$ cat src/rtl/csa_chunked_adder_if.sv
// Operand/result bus for csa_chunked_adder: valid/ready on the operand side and on the result side.
// The master drives operands and accepts results; the slave is the adder.
interface csa_chunked_adder_if #(
  parameter int WIDTH = 64
);
  logic             in_valid;
  logic             in_ready;
  logic             mode;
  logic             acc_clr;
  logic [WIDTH-1:0] a;
  logic [WIDTH-1:0] b;
  logic [WIDTH-1:0] c;
  logic             out_valid;
  logic             out_ready;
  logic [WIDTH-1:0] sum;
  logic [1:0]       carry_out;
  logic             busy;

  modport master (
    output in_valid, mode, acc_clr, a, b, c, out_ready,
    input  in_ready, out_valid, sum, carry_out, busy
  );

  modport slave (
    input  in_valid, mode, acc_clr, a, b, c, out_ready,
    output in_ready, out_valid, sum, carry_out, busy
  );
endinterface

$ cat src/rtl/csa_chunked_adder.sv
// Three-operand carry-save adder whose carry-propagate stage resolves CHUNK bits per cycle.
// Optional accumulate mode feeds the previous WIDTH-bit result back as the third operand.
module csa_chunked_adder #(
  parameter int WIDTH = 64,
  parameter int CHUNK = 16
) (
  input  logic                 clk,
  input  logic                 rst_n,
  csa_chunked_adder_if.slave   bus
);

  localparam int NCHUNK = WIDTH / CHUNK;
  localparam int KW     = (NCHUNK > 1) ? $clog2(NCHUNK) : 1;

  if (WIDTH % CHUNK != 0) begin : g_bad_chunk
    $error("csa_chunked_adder: WIDTH must be a multiple of CHUNK");
  end

  typedef enum logic [1:0] {
    IDLE = 2'd0,
    PROP = 2'd1,
    DONE = 2'd2
  } state_t;

  state_t           state_q, state_d;
  logic [WIDTH-1:0] s_q, s_d;
  logic [WIDTH:0]   c_q, c_d;
  logic [KW-1:0]    k_q, k_d;
  logic             cin_q, cin_d;
  logic [WIDTH-1:0] sum_q, sum_d;
  logic [1:0]       carry_q, carry_d;
  logic [WIDTH-1:0] acc_q, acc_d;

  logic [WIDTH-1:0] op3;
  logic [WIDTH-1:0] fa_s;
  logic [WIDTH-1:0] fa_c;
  logic [CHUNK-1:0] s_chunk;
  logic [CHUNK-1:0] c_chunk;
  logic [CHUNK:0]   chunk_res;

  // A same-cycle acc_clr must already be visible to an accumulate-mode accept.
  assign op3 = bus.mode ? (bus.acc_clr ? '0 : acc_q) : bus.c;

  genvar gi;
  for (gi = 0; gi < WIDTH; gi++) begin : g_fa
    assign fa_s[gi] = bus.a[gi] ^ bus.b[gi] ^ op3[gi];
    assign fa_c[gi] = (bus.a[gi] & bus.b[gi]) | (bus.a[gi] & op3[gi]) | (bus.b[gi] & op3[gi]);
  end

  assign s_chunk   = s_q[k_q*CHUNK +: CHUNK];
  assign c_chunk   = c_q[k_q*CHUNK +: CHUNK];
  assign chunk_res = {1'b0, s_chunk} + {1'b0, c_chunk} + {{CHUNK{1'b0}}, cin_q};

  always_comb begin
    state_d = state_q;
    s_d     = s_q;
    c_d     = c_q;
    k_d     = k_q;
    cin_d   = cin_q;
    sum_d   = sum_q;
    carry_d = carry_q;
    acc_d   = bus.acc_clr ? '0 : acc_q;

    case (state_q)
      IDLE: begin
        if (bus.in_valid) begin
          s_d     = fa_s;
          c_d     = {fa_c, 1'b0};
          k_d     = '0;
          cin_d   = 1'b0;
          state_d = PROP;
        end
      end
      PROP: begin
        sum_d[k_q*CHUNK +: CHUNK] = chunk_res[CHUNK-1:0];
        cin_d = chunk_res[CHUNK];
        if (k_q == KW'(NCHUNK - 1)) begin
          // Top carry-save carry bit plus the ripple carry out of the last chunk.
          carry_d = {1'b0, c_q[WIDTH]} + {1'b0, chunk_res[CHUNK]};
          state_d = DONE;
        end else begin
          k_d = k_q + KW'(1);
        end
      end
      DONE: begin
        if (bus.out_ready) begin
          acc_d   = sum_q;
          state_d = IDLE;
        end
      end
      default: state_d = IDLE;
    endcase
  end

  always_ff @(posedge clk or negedge rst_n) begin
    if (!rst_n) begin
      state_q <= IDLE;
      s_q     <= '0;
      c_q     <= '0;
      k_q     <= '0;
      cin_q   <= 1'b0;
      sum_q   <= '0;
      carry_q <= '0;
      acc_q   <= '0;
    end else begin
      state_q <= state_d;
      s_q     <= s_d;
      c_q     <= c_d;
      k_q     <= k_d;
      cin_q   <= cin_d;
      sum_q   <= sum_d;
      carry_q <= carry_d;
      acc_q   <= acc_d;
    end
  end

  assign bus.in_ready  = (state_q == IDLE);
  assign bus.busy      = (state_q != IDLE);
  assign bus.out_valid = (state_q == DONE);
  assign bus.sum       = sum_q;
  assign bus.carry_out = carry_q;

endmodule
$ cat src/flat_wrapper.sv
// flat-port wrapper written by rule: the top's interface ports become plain ports
module csa_chunked_adder_flat 
#(
  parameter int WIDTH = 64,
  parameter int CHUNK = 16
)
  (clk, rst_n, bus_in_valid, bus_mode, bus_acc_clr, bus_a, bus_b, bus_c, bus_out_ready, bus_in_ready, bus_out_valid, bus_sum, bus_carry_out, bus_busy);
  csa_chunked_adder_if #(.WIDTH(WIDTH)) bus_i ();
  input  logic clk;
  input  logic rst_n;
  input wire logic [$bits(bus_i.in_valid)-1:0] bus_in_valid;
  input wire logic [$bits(bus_i.mode)-1:0] bus_mode;
  input wire logic [$bits(bus_i.acc_clr)-1:0] bus_acc_clr;
  input wire logic [$bits(bus_i.a)-1:0] bus_a;
  input wire logic [$bits(bus_i.b)-1:0] bus_b;
  input wire logic [$bits(bus_i.c)-1:0] bus_c;
  input wire logic [$bits(bus_i.out_ready)-1:0] bus_out_ready;
  output wire logic [$bits(bus_i.in_ready)-1:0] bus_in_ready;
  output wire logic [$bits(bus_i.out_valid)-1:0] bus_out_valid;
  output wire logic [$bits(bus_i.sum)-1:0] bus_sum;
  output wire logic [$bits(bus_i.carry_out)-1:0] bus_carry_out;
  output wire logic [$bits(bus_i.busy)-1:0] bus_busy;
  assign bus_i.in_valid = bus_in_valid;
  assign bus_i.mode = bus_mode;
  assign bus_i.acc_clr = bus_acc_clr;
  assign bus_i.a = bus_a;
  assign bus_i.b = bus_b;
  assign bus_i.c = bus_c;
  assign bus_i.out_ready = bus_out_ready;
  assign bus_in_ready = bus_i.in_ready;
  assign bus_out_valid = bus_i.out_valid;
  assign bus_sum = bus_i.sum;
  assign bus_carry_out = bus_i.carry_out;
  assign bus_busy = bus_i.busy;
  csa_chunked_adder #(.WIDTH(WIDTH), .CHUNK(CHUNK)) u_core (.clk(clk), .rst_n(rst_n), .bus(bus_i));
endmodule
$ cat config.mk
export PLATFORM = sky130hd
export DESIGN_NAME = csa_chunked_adder_flat
export DESIGN_NICKNAME = d
export VERILOG_FILES = /design/src/rtl/csa_chunked_adder_if.sv /design/src/rtl/csa_chunked_adder.sv /design/src/flat_wrapper.sv
export SDC_FILE = /design/constraint.sdc
export NUM_CORES = 1
export LEC_CHECK = 0
export ABC_CLOCK_PERIOD_IN_PS = 5300
export CAP_MARGIN = 15
export CORE_AREA = 4 4 174 176
export DETAILED_ROUTE_END_ITERATION = 8
export DIE_AREA = 0 0 178 180
export GPL_TIMING_DRIVEN = 0
export PLACE_DENSITY = 0.76
export SLEW_MARGIN = 25
export SYNTH_ARGS = -nofsm -noshare
export SYNTH_HDL_FRONTEND = slang
export SYNTH_SLANG_ARGS = --single-unit
$ cat constraint.sdc
create_clock -name clk -period 5.3 [get_ports clk]
set_input_delay 0.53 -clock clk [delete_from_list [all_inputs] [get_ports clk]]
set_output_delay 0.53 -clock clk [all_outputs]
set_load 0.01 [all_outputs]
==> metrics.cfg <==
[worst_hold_path]
hold_path_class=reg2reg

[detailed_routing]
first_pass_iters=8
viasPerCell=5.61
vias=11800
ant_nets=0
routed_wl_um=49300
drt_iter0_drc=1296
avgRoutedWirePerCell_um=23.4
drc=0

[clock_network]
tritoncts=built
htreeDepth=1
cts_root_buf=clkbuf_16
clkLatencyLatePin_ns=0.54
clk_path_buf_depth=3
cts.clk_slew.worst_paths_ns=0.06
cts_setup_buffers=0
clock-sinks=263
cts_buffers=27

[worst_setup_path]
crit_path_start_kind=flop
required_ns=5.72
cp_top_family=buffers and inverters
cp_slowest_stage_delay_ns=0.67
crit_type=reg2reg
path_cells=clkbuf_1 > buf_1 > mux4_2 > ha_1 > buf_6 > a21o_1 > a21o_1 > a211oi_1 > or3b_1 > a311oi_2 > nor2_1 > ha_1 > mux2_2
cp_num_buf_inv=3
critPathMaxFanout=10
critPathArrivalTime_ns=4.92
rrSetupSlack_ns=0.80
cp-end-kind=flop
cp_slowest_cell=buf_1

[synth]
synth_cells=1409
syn_area_per_cell_um2=10.1
synth.distinct_cells=55
yosysSeqAreaShare_pct=46.2
yosys_warnings=0
synth_edf_count=0
synth.net_count=1695
synth_area_leaders=dfrtp_1 (46%), fa_1 (9.3%), o21ai_0 (7.7%), nand2_1 (6.0%), mux2_2 (5.5%)
synthArstFlopShare_pct=100
yosysTopAreaCell=dfrtp_1
synth-seq-cells=263
synth_top_area_share_pct=46.2
syn-cell-area_um2=14200
ys.flop_type=dfrtp_1

[power_and_ir_drop]
vdd_ir_drop_max_v=0.000429
internal-power_mw=5.59
p_comb_share_pct=48.8
clockPowerShare_pct=19.0
p_per_area_nw_per_um2=551
power_frac_seq_pct=32.2
p_leak_nw=8.38
power.switching_mw=4.53
switching_share_pct=44.7

[global_route]
grt_max_degree=88
gr-usage-all-layers_pct=30.4
overflow=0
grt_first_pass_wirelength_um=72500
grt_pass1_vias=11900
antenna_found_initial=2

[die]
die_area_um2=32000
design.portCount=267
fp.coreArea_um2=28600
die_w_um=178
start_util_pct=49.8
fp.dieH_um=180
rows=62

[layout]
fill_cells=2282
fin_nets=1992
drive_gt1_share_pct=9.34
utilization_pct=64.1
seqCellArea_um2=6580
multiInputGateArea_um2=6580
mostFrequentLayoutCells=clkdlybuf4s50_1 (263), dfrtp_1 (263), nand2_1 (226)
syn_to_final_growth_pct=28.9

[status]
outcome=complete, no violations

[timing]
maxSlewHeadroom_pct=32.5
tightest_slew_ns=1.00
fmax_mhz=222
setup_viol=0
slew_violations=0
fin_hold_ws_ns=0.484
skew_ns=0.00811
min_period_ns=4.50
fin_crit_sh_pct=84.9
rsz0062_at_grt=no
hold_viol=0

[place]
io_buffers=264
hpwl_um=39000
place_congestion=0.978

[flow_run]
drv_cap=0

## final cells by class
cell class / instances / share of cell area (%)
flip-flops and latches: 263 / 35.9
plain buffers: 81 / 1.73
diodes: 1 / 0.0136
well taps: 384 / 2.62
clock buffers: 40 / 4.49
repair buffers: 268 / 14.9
clock inverters: 7 / 0.354
inverters: 203 / 4.15
multi-input cells: 862 / 35.9
## timing repair
action                    4_1_cts  5_1_grt
resized for setup               0        0
hold endpoints to repair       54        0
hold buffers                    1        0
## routing by layer
metal  global-route usage, %  part of all wire [%]
met5                       0                     0
met2                    46.6                    45
met4                    12.0                   5.0
met1                    42.9                    40
met3                    6.01                    10
## cell usage after synthesis (2+ instances only)
master      n
buf_2       5
a41oi_1     3
buf_1       7
a32oi_1     4
xnor2_1     7
nand4_1     5
nand3_1     9
a31oi_1     2
nand2b_1   67
nor2b_1     3
and3_1      2
or3_1       4
or2_2       2
nor2_1     25
inv_1     203
xor2_1      2
mux4_2     31
mux2i_1     2
o21a_1      3
fa_1       66
ha_1       22
dfrtp_1   263
mux2_2     69
nand2_1   226
a21o_1      6
clkbuf_1   68
nor3_1      6
a21oi_1    10
a22oi_1     4
a22o_1     40
o21ai_0   218
a211oi_1    2
## flip-flops by register name, summed over array words and instances (netlist names)
| name | cells |
|---|---|
| u_core.acc_q | 64 |
| u_core.bus.sum | 64 |
| u_core.c_q | 64 |
| u_core.s_q | 64 |
| u_core.bus.carry_out | 2 |
| u_core.k_q | 2 |
| u_core.state_q | 2 |
| u_core.cin_q | 1 |
## path summary, 6_finish.rpt
path | start | endpoint | depth (start not counted)
worst min register to register | u_core.c_q[7]$_DFFE_PN0P_ | u_core.c_q[7]$_DFFE_PN0P_ | 2
worst min-delay path | u_core.c_q[7]$_DFFE_PN0P_ | u_core.c_q[7]$_DFFE_PN0P_ | 2
worst max register to register | u_core.k_q[1]$_DFFE_PN0P_ | u_core.bus.carry_out[0]$_DFFE_PN0P_ | 13
min in group asynchronous | rst_n | u_core.acc_q[17]$_DFF_PN0_ | 2
worst max-delay path | u_core.k_q[1]$_DFFE_PN0P_ | u_core.bus.carry_out[0]$_DFFE_PN0P_ | 13
max in group asynchronous | rst_n | u_core.s_q[54]$_DFFE_PN0P_ | 4
## worst register-to-register path: stages (launching register included)
cell      delay [ns]
dfrtp_1         0.40
clkbuf_1        0.39
buf_1           0.67
mux4_2          0.42
ha_1            0.30
buf_6           0.14
a21o_1          0.23
a21o_1          0.24
a211oi_1        0.24
or3b_1          0.38
a311oi_2        0.30
nor2_1          0.13
ha_1            0.29
mux2_2          0.27
## kinds of logic (layout without fill, tap and decap cells)
kind of cell	count (synthesis)	count (layout)	synth area share [%]
simple gates	357	357	11.2
compound gates	306	306	12.7
buf+inv	284	599	7.58
flops	263	263	46.2
mux	102	102	10.5
fa+ha+maj	88	88	11.2
xor+xnor	9	9	0.553
other cells	0	1	0
## per-stage QoR
stage | cell area, um2 | TNS, ns | power [mW] | setup WS (ns) | std cells
after detailed placement | 17500 | 0 | 8.06 | 0.890 | 2060
after global routing | 18400 | 0 | 10.6 | 0.561 | 2108
after floorplan | 14200 | 0 | 5.80 | 1.50 | 1409
after global placement | 17400 | -1966.50 | 7.98 | -7.50 | 2057
after CTS | 18400 | 0 | 9.99 | 0.868 | 2108
final | 18400 | 0 | 10.1 | 0.800 | 2109
## power groups by stage
| stage | registers [mW] | clock network [mW] | logic, mW |
|---|---|---|---|
| 6_report | 3.26 | 1.92 | 4.94 |
| 5_1_grt | 3.30 | 2.00 | 5.26 |
| 3_5_place_dp | 3.22 | 0 | 4.83 |
| 3_3_place_gp | 3.22 | 0 | 4.76 |
| 4_1_cts | 3.21 | 1.92 | 4.86 |
| 2_1_floorplan | 3.00 | 0 | 2.80 |
Note: power is estimated with default switching activity, not from simulation.
